$ cat src/rtl/dmem_port_arbiter.sv
`default_nettype none
// ============================================================================
//  Module   : dmem_port_arbiter
//  Purpose  : Shares the single-port data SRAM between the core load/store
//             path and a debug/loader port. The core has priority; a
//             starvation counter forces a debug grant after STARVE_LIMIT
//             consecutive denied debug cycles. A halt handshake
//             (dbg_halt_req / dbg_halt_ack) gives the debug port exclusive
//             ownership of the SRAM.
//  Ports    : clk, rstn                      - clock, async active-low reset
//             core_* (req/we/addr/wmask/wdata -> gnt/rvalid/rdata)
//                                            - core access port
//             dbg_*  (same as core)          - debug access port
//             dbg_halt_req / dbg_halt_ack    - exclusive-ownership handshake
//             mem_en/we/addr/wmask/wdata, mem_rdata
//                                            - SRAM macro interface
//                                              (read latency 1 cycle)
//  Revision : 1.0 - initial release
// ============================================================================
module dmem_port_arbiter #(
    parameter int ADDR_W       = 12,
    parameter int DATA_W       = 32,
    parameter int STARVE_LIMIT = 4
) (
    input  logic                clk,
    input  logic                rstn,
    // core port
    input  logic                core_req,
    input  logic                core_we,
    input  logic [ADDR_W-1:0]   core_addr,
    input  logic [DATA_W/8-1:0] core_wmask,
    input  logic [DATA_W-1:0]   core_wdata,
    output logic                core_gnt,
    output logic                core_rvalid,
    output logic [DATA_W-1:0]   core_rdata,
    // debug port
    input  logic                dbg_req,
    input  logic                dbg_we,
    input  logic [ADDR_W-1:0]   dbg_addr,
    input  logic [DATA_W/8-1:0] dbg_wmask,
    input  logic [DATA_W-1:0]   dbg_wdata,
    output logic                dbg_gnt,
    output logic                dbg_rvalid,
    output logic [DATA_W-1:0]   dbg_rdata,
    // halt handshake
    input  logic                dbg_halt_req,
    output logic                dbg_halt_ack,
    // SRAM interface
    output logic                mem_en,
    output logic                mem_we,
    output logic [ADDR_W-1:0]   mem_addr,
    output logic [DATA_W/8-1:0] mem_wmask,
    output logic [DATA_W-1:0]   mem_wdata,
    input  logic [DATA_W-1:0]   mem_rdata
);

    localparam int                CNT_W          = 4;
    localparam logic [CNT_W-1:0]  C_STARVE_LIMIT = CNT_W'(STARVE_LIMIT);

    typedef enum logic [1:0] {
        ST_RUN    = 2'd0,
        ST_DRAIN  = 2'd1,
        ST_LOCKED = 2'd2
    } state_t;

    typedef enum logic [1:0] {
        OWN_NONE = 2'd0,
        OWN_CORE = 2'd1,
        OWN_DBG  = 2'd2
    } owner_t;

    state_t           r_state;
    owner_t           r_rdOwner;
    logic [CNT_W-1:0] r_starveCnt;
    logic             r_haltAck;

    logic             w_coreGnt;
    logic             w_dbgGnt;
    owner_t           w_rdOwnerNext;
    logic [CNT_W-1:0] w_starveNext;

    // ------------------------------------------------------------------
    // Grant decision (combinational, same cycle as the request).
    // Grants are forced low while reset is asserted so that no SRAM
    // access can be issued from a port that happens to be requesting.
    // ------------------------------------------------------------------
    always_comb begin
        w_coreGnt = 1'b0;
        w_dbgGnt  = 1'b0;
        case (r_state)
            ST_RUN: begin
                // Debug overrides the core only after it has been denied
                // for STARVE_LIMIT consecutive cycles.
                if (core_req && !(dbg_req && (r_starveCnt == C_STARVE_LIMIT))) begin
                    w_coreGnt = 1'b1;
                end else if (dbg_req) begin
                    w_dbgGnt = 1'b1;
                end
            end
            ST_LOCKED: begin
                w_dbgGnt = dbg_req;
            end
            default: begin
                // DRAIN: SRAM is kept idle while the halt handshake settles.
            end
        endcase
        w_coreGnt = w_coreGnt & rstn;
        w_dbgGnt  = w_dbgGnt  & rstn;
    end

    // Read-return tag for the access granted this cycle.
    always_comb begin
        w_rdOwnerNext = OWN_NONE;
        if (w_coreGnt && !core_we) begin
            w_rdOwnerNext = OWN_CORE;
        end else if (w_dbgGnt && !dbg_we) begin
            w_rdOwnerNext = OWN_DBG;
        end
    end

    // Denied-debug streak, saturating at the limit.
    always_comb begin
        w_starveNext = '0;
        if (dbg_req && !w_dbgGnt) begin
            w_starveNext = (r_starveCnt == C_STARVE_LIMIT) ? r_starveCnt
                                                           : r_starveCnt + 1'b1;
        end
    end

    // ------------------------------------------------------------------
    // SRAM drive: winner's fields, zero when idle so mem_we is never
    // asserted without mem_en.
    // ------------------------------------------------------------------
    always_comb begin
        mem_en    = w_coreGnt | w_dbgGnt;
        mem_we    = 1'b0;
        mem_addr  = '0;
        mem_wmask = '0;
        mem_wdata = '0;
        if (w_coreGnt) begin
            mem_we    = core_we;
            mem_addr  = core_addr;
            mem_wmask = core_wmask;
            mem_wdata = core_wdata;
        end else if (w_dbgGnt) begin
            mem_we    = dbg_we;
            mem_addr  = dbg_addr;
            mem_wmask = dbg_wmask;
            mem_wdata = dbg_wdata;
        end
    end

    // ------------------------------------------------------------------
    // Halt state machine, read tag and starvation counter.
    // ------------------------------------------------------------------
    always_ff @(posedge clk or negedge rstn) begin
        if (!rstn) begin
            r_state     <= ST_RUN;
            r_rdOwner   <= OWN_NONE;
            r_starveCnt <= '0;
            r_haltAck   <= 1'b0;
        end else begin
            r_rdOwner <= w_rdOwnerNext;
            case (r_state)
                ST_RUN: begin
                    r_starveCnt <= w_starveNext;
                    if (dbg_halt_req) begin
                        r_state <= ST_DRAIN;
                    end
                end
                ST_DRAIN: begin
                    r_starveCnt <= w_starveNext;
                    if (!dbg_halt_req) begin
                        r_state <= ST_RUN;
                    end else if (w_rdOwnerNext == OWN_NONE) begin
                        // Any read tagged on entry returns during this
                        // cycle and no new access is granted here, so the
                        // SRAM is quiescent from the next edge on.
                        r_state   <= ST_LOCKED;
                        r_haltAck <= 1'b1;
                    end
                end
                ST_LOCKED: begin
                    r_starveCnt <= '0;
                    if (!dbg_halt_req) begin
                        r_state   <= ST_RUN;
                        r_haltAck <= 1'b0;
                    end
                end
                default: begin
                    r_state     <= ST_RUN;
                    r_starveCnt <= '0;
                    r_haltAck   <= 1'b0;
                end
            endcase
        end
    end

    // ------------------------------------------------------------------
    // Outputs
    // ------------------------------------------------------------------
    assign core_gnt     = w_coreGnt;
    assign dbg_gnt      = w_dbgGnt;
    assign dbg_halt_ack = r_haltAck;
    assign core_rvalid  = (r_rdOwner == OWN_CORE);
    assign dbg_rvalid   = (r_rdOwner == OWN_DBG);
    assign core_rdata   = core_rvalid ? mem_rdata : '0;
    assign dbg_rdata    = dbg_rvalid  ? mem_rdata : '0;

endmodule
`default_nettype wire

$ cat config.mk
export PLATFORM = sky130hd
export DESIGN_NAME = dmem_port_arbiter
export DESIGN_NICKNAME = d
export VERILOG_FILES = /design/src/rtl/dmem_port_arbiter.sv
export SDC_FILE = /design/constraint.sdc
export NUM_CORES = 1
export LEC_CHECK = 0
export CAP_MARGIN = 20
export CORE_AREA = 2 2 99 101
export CTS_CLUSTER_SIZE = 14
export DETAILED_ROUTE_END_ITERATION = 16
export DIE_AREA = 0 0 101 103
export HOLD_SLACK_MARGIN = 0.05
export PLACE_DENSITY = 0.71
export SETUP_SLACK_MARGIN = 0.4
export SYNTH_ARGS = -nofsm -noshare
export SYNTH_HDL_FRONTEND = slang
export SYNTH_SLANG_ARGS = --single-unit
export TNS_END_PERCENT = 100
$ cat constraint.sdc
create_clock -name clk -period 3.4 [get_ports clk]
set_input_delay 0.51 -clock clk [delete_from_list [all_inputs] [get_ports clk]]
set_output_delay 0.51 -clock clk [all_outputs]
set_load 0.01 [all_outputs]
Yosys cells after proc, flatten, opt, wreduce, memory -nomap -nowiden. Index checks and enable logic that the tools add are counted.

Equality and inequality tests: 11. Multiplexer cells: 29. $add $sub $neg: 1. Shift operators: 0. Divide/modulo/power cells: 0. $lt $le $gt $ge: 0. Reduce and logical (&&, ||, !) cells: 14. Multipliers: 0. Bitwise operators: 4.

Operators with widths (number): 32-bit two-way mux (4); 12-bit two-way mux (2); 4-bit two-way mux (5); 2-bit two-way mux (6); 1-bit two-way mux (9); 2-bit inequality test, second input constant (4); 3-bit inequality test, second input constant (2); 2-bit case mux with 3 select lines (1); 1-bit logical AND (5); 4-bit by 1-bit adder with 4-bit output, second input constant (1); 2-bit by 1-bit equality test with 1-bit output, second input constant (2); 2-bit equality test, second input constant (2); 4-bit by 3-bit equality test with 1-bit output, second input constant (1); 1-bit zero test (4); 2-bit zero test (2); 4-bit AND reduction (1); 1-bit case mux with 3 select lines (1); 3-bit AND reduction (1); 1-bit AND (2); 1-bit case mux with 2 select lines (1); 2-bit OR reduction (1); 1-bit NOT (1); 1-bit bitwise OR (1).

Memory bits (writable): 0. Latch bits: 0. Bits in registers: 9. Output and inout port bits: 119. Memories: 0. Logic and storage cells: 63. Input port bits: 135. ROM bits: 0.

Longest topological paths before layout.
Depth in word-level cells: 14. Depth in mapped cells: 6.

Worst setup path after synthesis. OpenSTA, ideal clock, no wires.

Kind: reg-to-output. Start: reg r_starveCnt[0]. End: out mem_wdata[22]. Cell stages (with the launch flop): 7. Data arrival time: 1.381 ns. Setup slack: 1.509 ns. Required time: 2.890 ns. Path through: dfrtp_1 > inv_1 > ha_1 > nand4b_2 > and2_4 > buf_6 > o21ai_1.

Cells in the longest elaborated chain, start to end: 9. Elaborated cells on any way between the ends: 12. Those cells by class: 1 x eq/ne; 6 x mux; 2 x bitwise; 3 x reduce/logical.

RTL lines: from (decl) (RTL line 74) `logic [CNT_W-1:0] r_starveCnt;`; from (signal assigned) (RTL line 166) `r_starveCnt <= w_starveNext;`; from (signal assigned) (RTL line 172) `r_starveCnt <= w_starveNext;`; 4-bit by 3-bit equality test with 1-bit output * (RTL line 94) `if (core_req && !(dbg_req && (r_starveCnt == C_STARVE_LIMIT))) begin`; 1-bit logical AND * (RTL line 94); 1-bit zero test * (RTL line 94); 1-bit logical AND * (RTL line 94); 1-bit two-way mux (RTL line 94); 1-bit case mux with 2 select lines (RTL line 90) `case (r_state)`; 1-bit AND (RTL line 108) `w_dbgGnt = w_dbgGnt & rstn;`; 32-bit two-way mux (RTL line 145) `end else if (w_dbgGnt) begin`; 32-bit two-way mux * (RTL line 140) `if (w_coreGnt) begin`; to (decl) (RTL line 53) `output logic [DATA_W-1:0] mem_wdata,`.

Every way passes the cells marked *; elsewhere a longest branch is shown, timed or not.

Worst setup path after layout.
Start: in rstn. End: out mem_wdata[28].

Cells in the longest elaborated chain, start to end: 3. Elaborated cells on any way between the ends: 4. Those cells by class: 2 x mux; 2 x bitwise.

RTL lines: from (decl) (RTL line 26) `input logic rstn,`; 1-bit AND (RTL line 108); 32-bit two-way mux (RTL line 145); 32-bit two-way mux * (RTL line 140).

Marked as above.

==> flow_metrics.env <==
export IMPL_syn_cell_area_um2=1908
export IMPL_layout_drive_gt1_share_pct=5.234
export IMPL_hp_class="flip-flop to flip-flop"
export IMPL_final_max_slew_viol_count=0
export IMPL_first_pass_iters=5
export IMPL_synth_nets=438
export IMPL_fin_crit_sh_pct=84.62
export IMPL_die_h_um=103
export IMPL_avgRoutedWirePerCell_um=15.73
export IMPL_grt_first_pass_wirelength_um=14610
export IMPL_hold_depth=2
export IMPL_clk_pin_slew_ns=0.04
export IMPL_grt_max_degree=75
export IMPL_worstPathArrival_ns=2.37
export IMPL_crit_type="input pin to primary output"
export IMPL_setup_violations=0
export IMPL_status="finished, final reports clean"
export IMPL_io_buffers=253
export IMPL_regArea_um2=225.2
export IMPL_clock_sinks=9
export IMPL_grt_pass1_vias=2849
export IMPL_num_vias=3167
export IMPL_power_leakage_uw=0.001647
export IMPL_hold_buffers=0
export IMPL_wirelength_um=10240
export IMPL_yosysTopAreaCell="and2_1"
export IMPL_antenna_found_initial=2
export IMPL_rows=36
export IMPL_holdWs_ns=0.5407
export IMPL_synth_warning_count=0
export IMPL_nNetsFinal=673
export IMPL_r2r_start="r_starveCnt[0]$_DFFE_PN0P_"
export IMPL_gp_congestion=0.8381
export IMPL_cts_root_buf="clkbuf_8"
export IMPL_multiInputGateArea_um2=1476
export IMPL_layout_common_cells="clkdlybuf4s50_1 (252), and2_1 (65), nand3_1 (52), nand4_1 (49), o21ai_1 (48)"
export IMPL_postRouteAntennaNets=0
export IMPL_dpl_hpwl_um=8204
export IMPL_fmax_mhz=347.6
export IMPL_peakVddDrop_uv=116.6
export IMPL_netlist_area_leader_share_pct=21.31
export IMPL_drv_cap=0
export IMPL_postLayoutCoreUtil_pct=48.49
export IMPL_synth_area_leaders="and2_1 (21%), nand4_1 (16%), nand3_1 (14%)"
export IMPL_rsz0062_at_grt="yes"
export IMPL_nFillCells=929
export IMPL_placed_area_um2=4498
export IMPL_cts_tree="built"
export IMPL_die_area_um2=10400
export IMPL_cts_buffers=3
export IMPL_core_area_um2=9459
export IMPL_cp_start_kind="input pin"
export IMPL_worstPathRequired_ns=2.89
export IMPL_ys_types=30
export IMPL_viasPerCell=4.865
export IMPL_maxSlewHeadroom_pct=63.66
export IMPL_synth_avg_cell_area_um2=6.339
export IMPL_ys_ff_latch=9
export IMPL_critPathMaxFanout=74
export IMPL_fin_tns_setup_ns=0
export IMPL_layout_commonest_cell="clkdlybuf4s50_1"
export IMPL_max_slew_worst_pin_slew_ns=0.5452
export IMPL_clockBufferDepth=2
export IMPL_start_util_pct=20.17
export IMPL_period_minus_slack_ns=2.877
export IMPL_insertion_delay_ns=0.23
export IMPL_hold_viol_final=0
export IMPL_drc=0
export IMPL_grt_overflow_total=0
export IMPL_end_kind="primary output"
export IMPL_final_area_um2=4587
export IMPL_die_w_um=101
export IMPL_ioPinCount=254
export IMPL_min_from="dbg_halt_ack$_DFFE_PN0P_"
export IMPL_finClkSkew_ns=0.0005209
export IMPL_syn_instance_count=301
export IMPL_cp_startpoint="rstn"
export IMPL_syn_to_final_growth_pct=140.4
export IMPL_power_density_nw_per_um2=205.6
export IMPL_track_usage_pct=17.40
export IMPL_seq_area_frac_synth_pct=11.80
export IMPL_h_tree_depth=1
export IMPL_drt_iter0_markers=123
export IMPL_reg2reg_depth=6
==> registers in the layout (all words and copies together) (netlist names) <==
name and cells:
r_state 2, dbg_halt_ack 1, r_rdOwner 2, r_starveCnt 4
==> area by class of cell <==
class	count	area share [%]
timing repair buffer	270	58.51
tap	114	3.110
antenna	2	0.1091
clock inverter	1	0.1091
clock buffer	3	0.9002
sequential	9	4.910
multi-input combinational	250	32.19
inverter	2	0.1637
==> cell usage after synthesis (all sizes together) <==
library cell and n:
and2 66, nand3 52, o21ai 50, nand4 49, buf 23, clkbuf 17, dfrtp 9, nor2 5
a21oi 4, nor2b 4, nor3 3, ha 2, inv 2, nand2 2, nand2b 2, nand3b 2
o211ai 2, a211oi 1, and3b 1, mux2i 1, nand4b 1, nor3b 1, xnor2 1, xor2 1
==> metrics by stage <==
stage          std cells  total power (uW)  setup WS [ns]
6_report             651             943.2         0.5229
5_1_grt              651              1009         0.3871
4_1_cts              645             935.5         0.4694
3_5_place_dp         641             807.8         0.4863
3_3_place_gp         641             800.3         0.4704
2_1_floorplan        301             428.9          1.509
==> repair_timing <==
item | CTS | global route
buffers inserted | 0 | 4
gates resized for setup | 0 | 2
endpoints found under the setup margin | 0 | 28
==> metal layers <==
layer	vias to the layer above	global-route usage, %	part of all wire [%]
li1	1558	-	-
met1	1422	20.63	37
met2	171	31.49	53
met3	16	3.729	8.0
met4	0	5.301	2.0
met5	-	0	0
==> worst paths after layout <==
path	end	slack, ns
worst max-delay path	mem_wdata[28]	0.52
worst min-delay path	dbg_halt_ack$_DFFE_PN0P_	0.54
worst max register to register	r_rdOwner[1]$_DFF_PN0_	1.92
worst min register to register	dbg_halt_ack$_DFFE_PN0P_	0.54
max in group asynchronous	r_rdOwner[0]$_DFF_PN0_	2.66
min in group asynchronous	dbg_halt_ack$_DFFE_PN0P_	0.60
==> cells by family (layout without fill, tap and decap cells) <==
kind of cell               Yosys count  count (layout)  synth area share (%)
DFF                                  9               9                 11.80
and+or+nand+nor                    188             188                 58.29
buffers and inverters               42             276                 11.80
xor gates and xnor gates             2               2                0.9182
adders and majority gates            2               2                 1.311
AOI/OAI and AO/OA                   57              57                 15.34
muxes                                1               1                0.5246
other                                0               2                     0
==> critical path, stage by stage <==
cell	delay, ns
clkdlybuf4s50_1	0.48
nor2b_4	0.20
buf_12	0.27
nand3_1	0.13
o21ai_1	0.16
clkdlybuf4s50_1	0.55
==> power breakdown <==
group / internal, uW / total, uW / switching [uW] / leakage (uW)
sequential: 124 / 143 / 19.3 / 0.000118
combinational: 383 / 679 / 296 / 0.00150
clock: 79.8 / 122 / 41.9 / 0.0000255
total: 586 / 943 / 357 / 0.00165
Power figures use the tool's default switching activity.
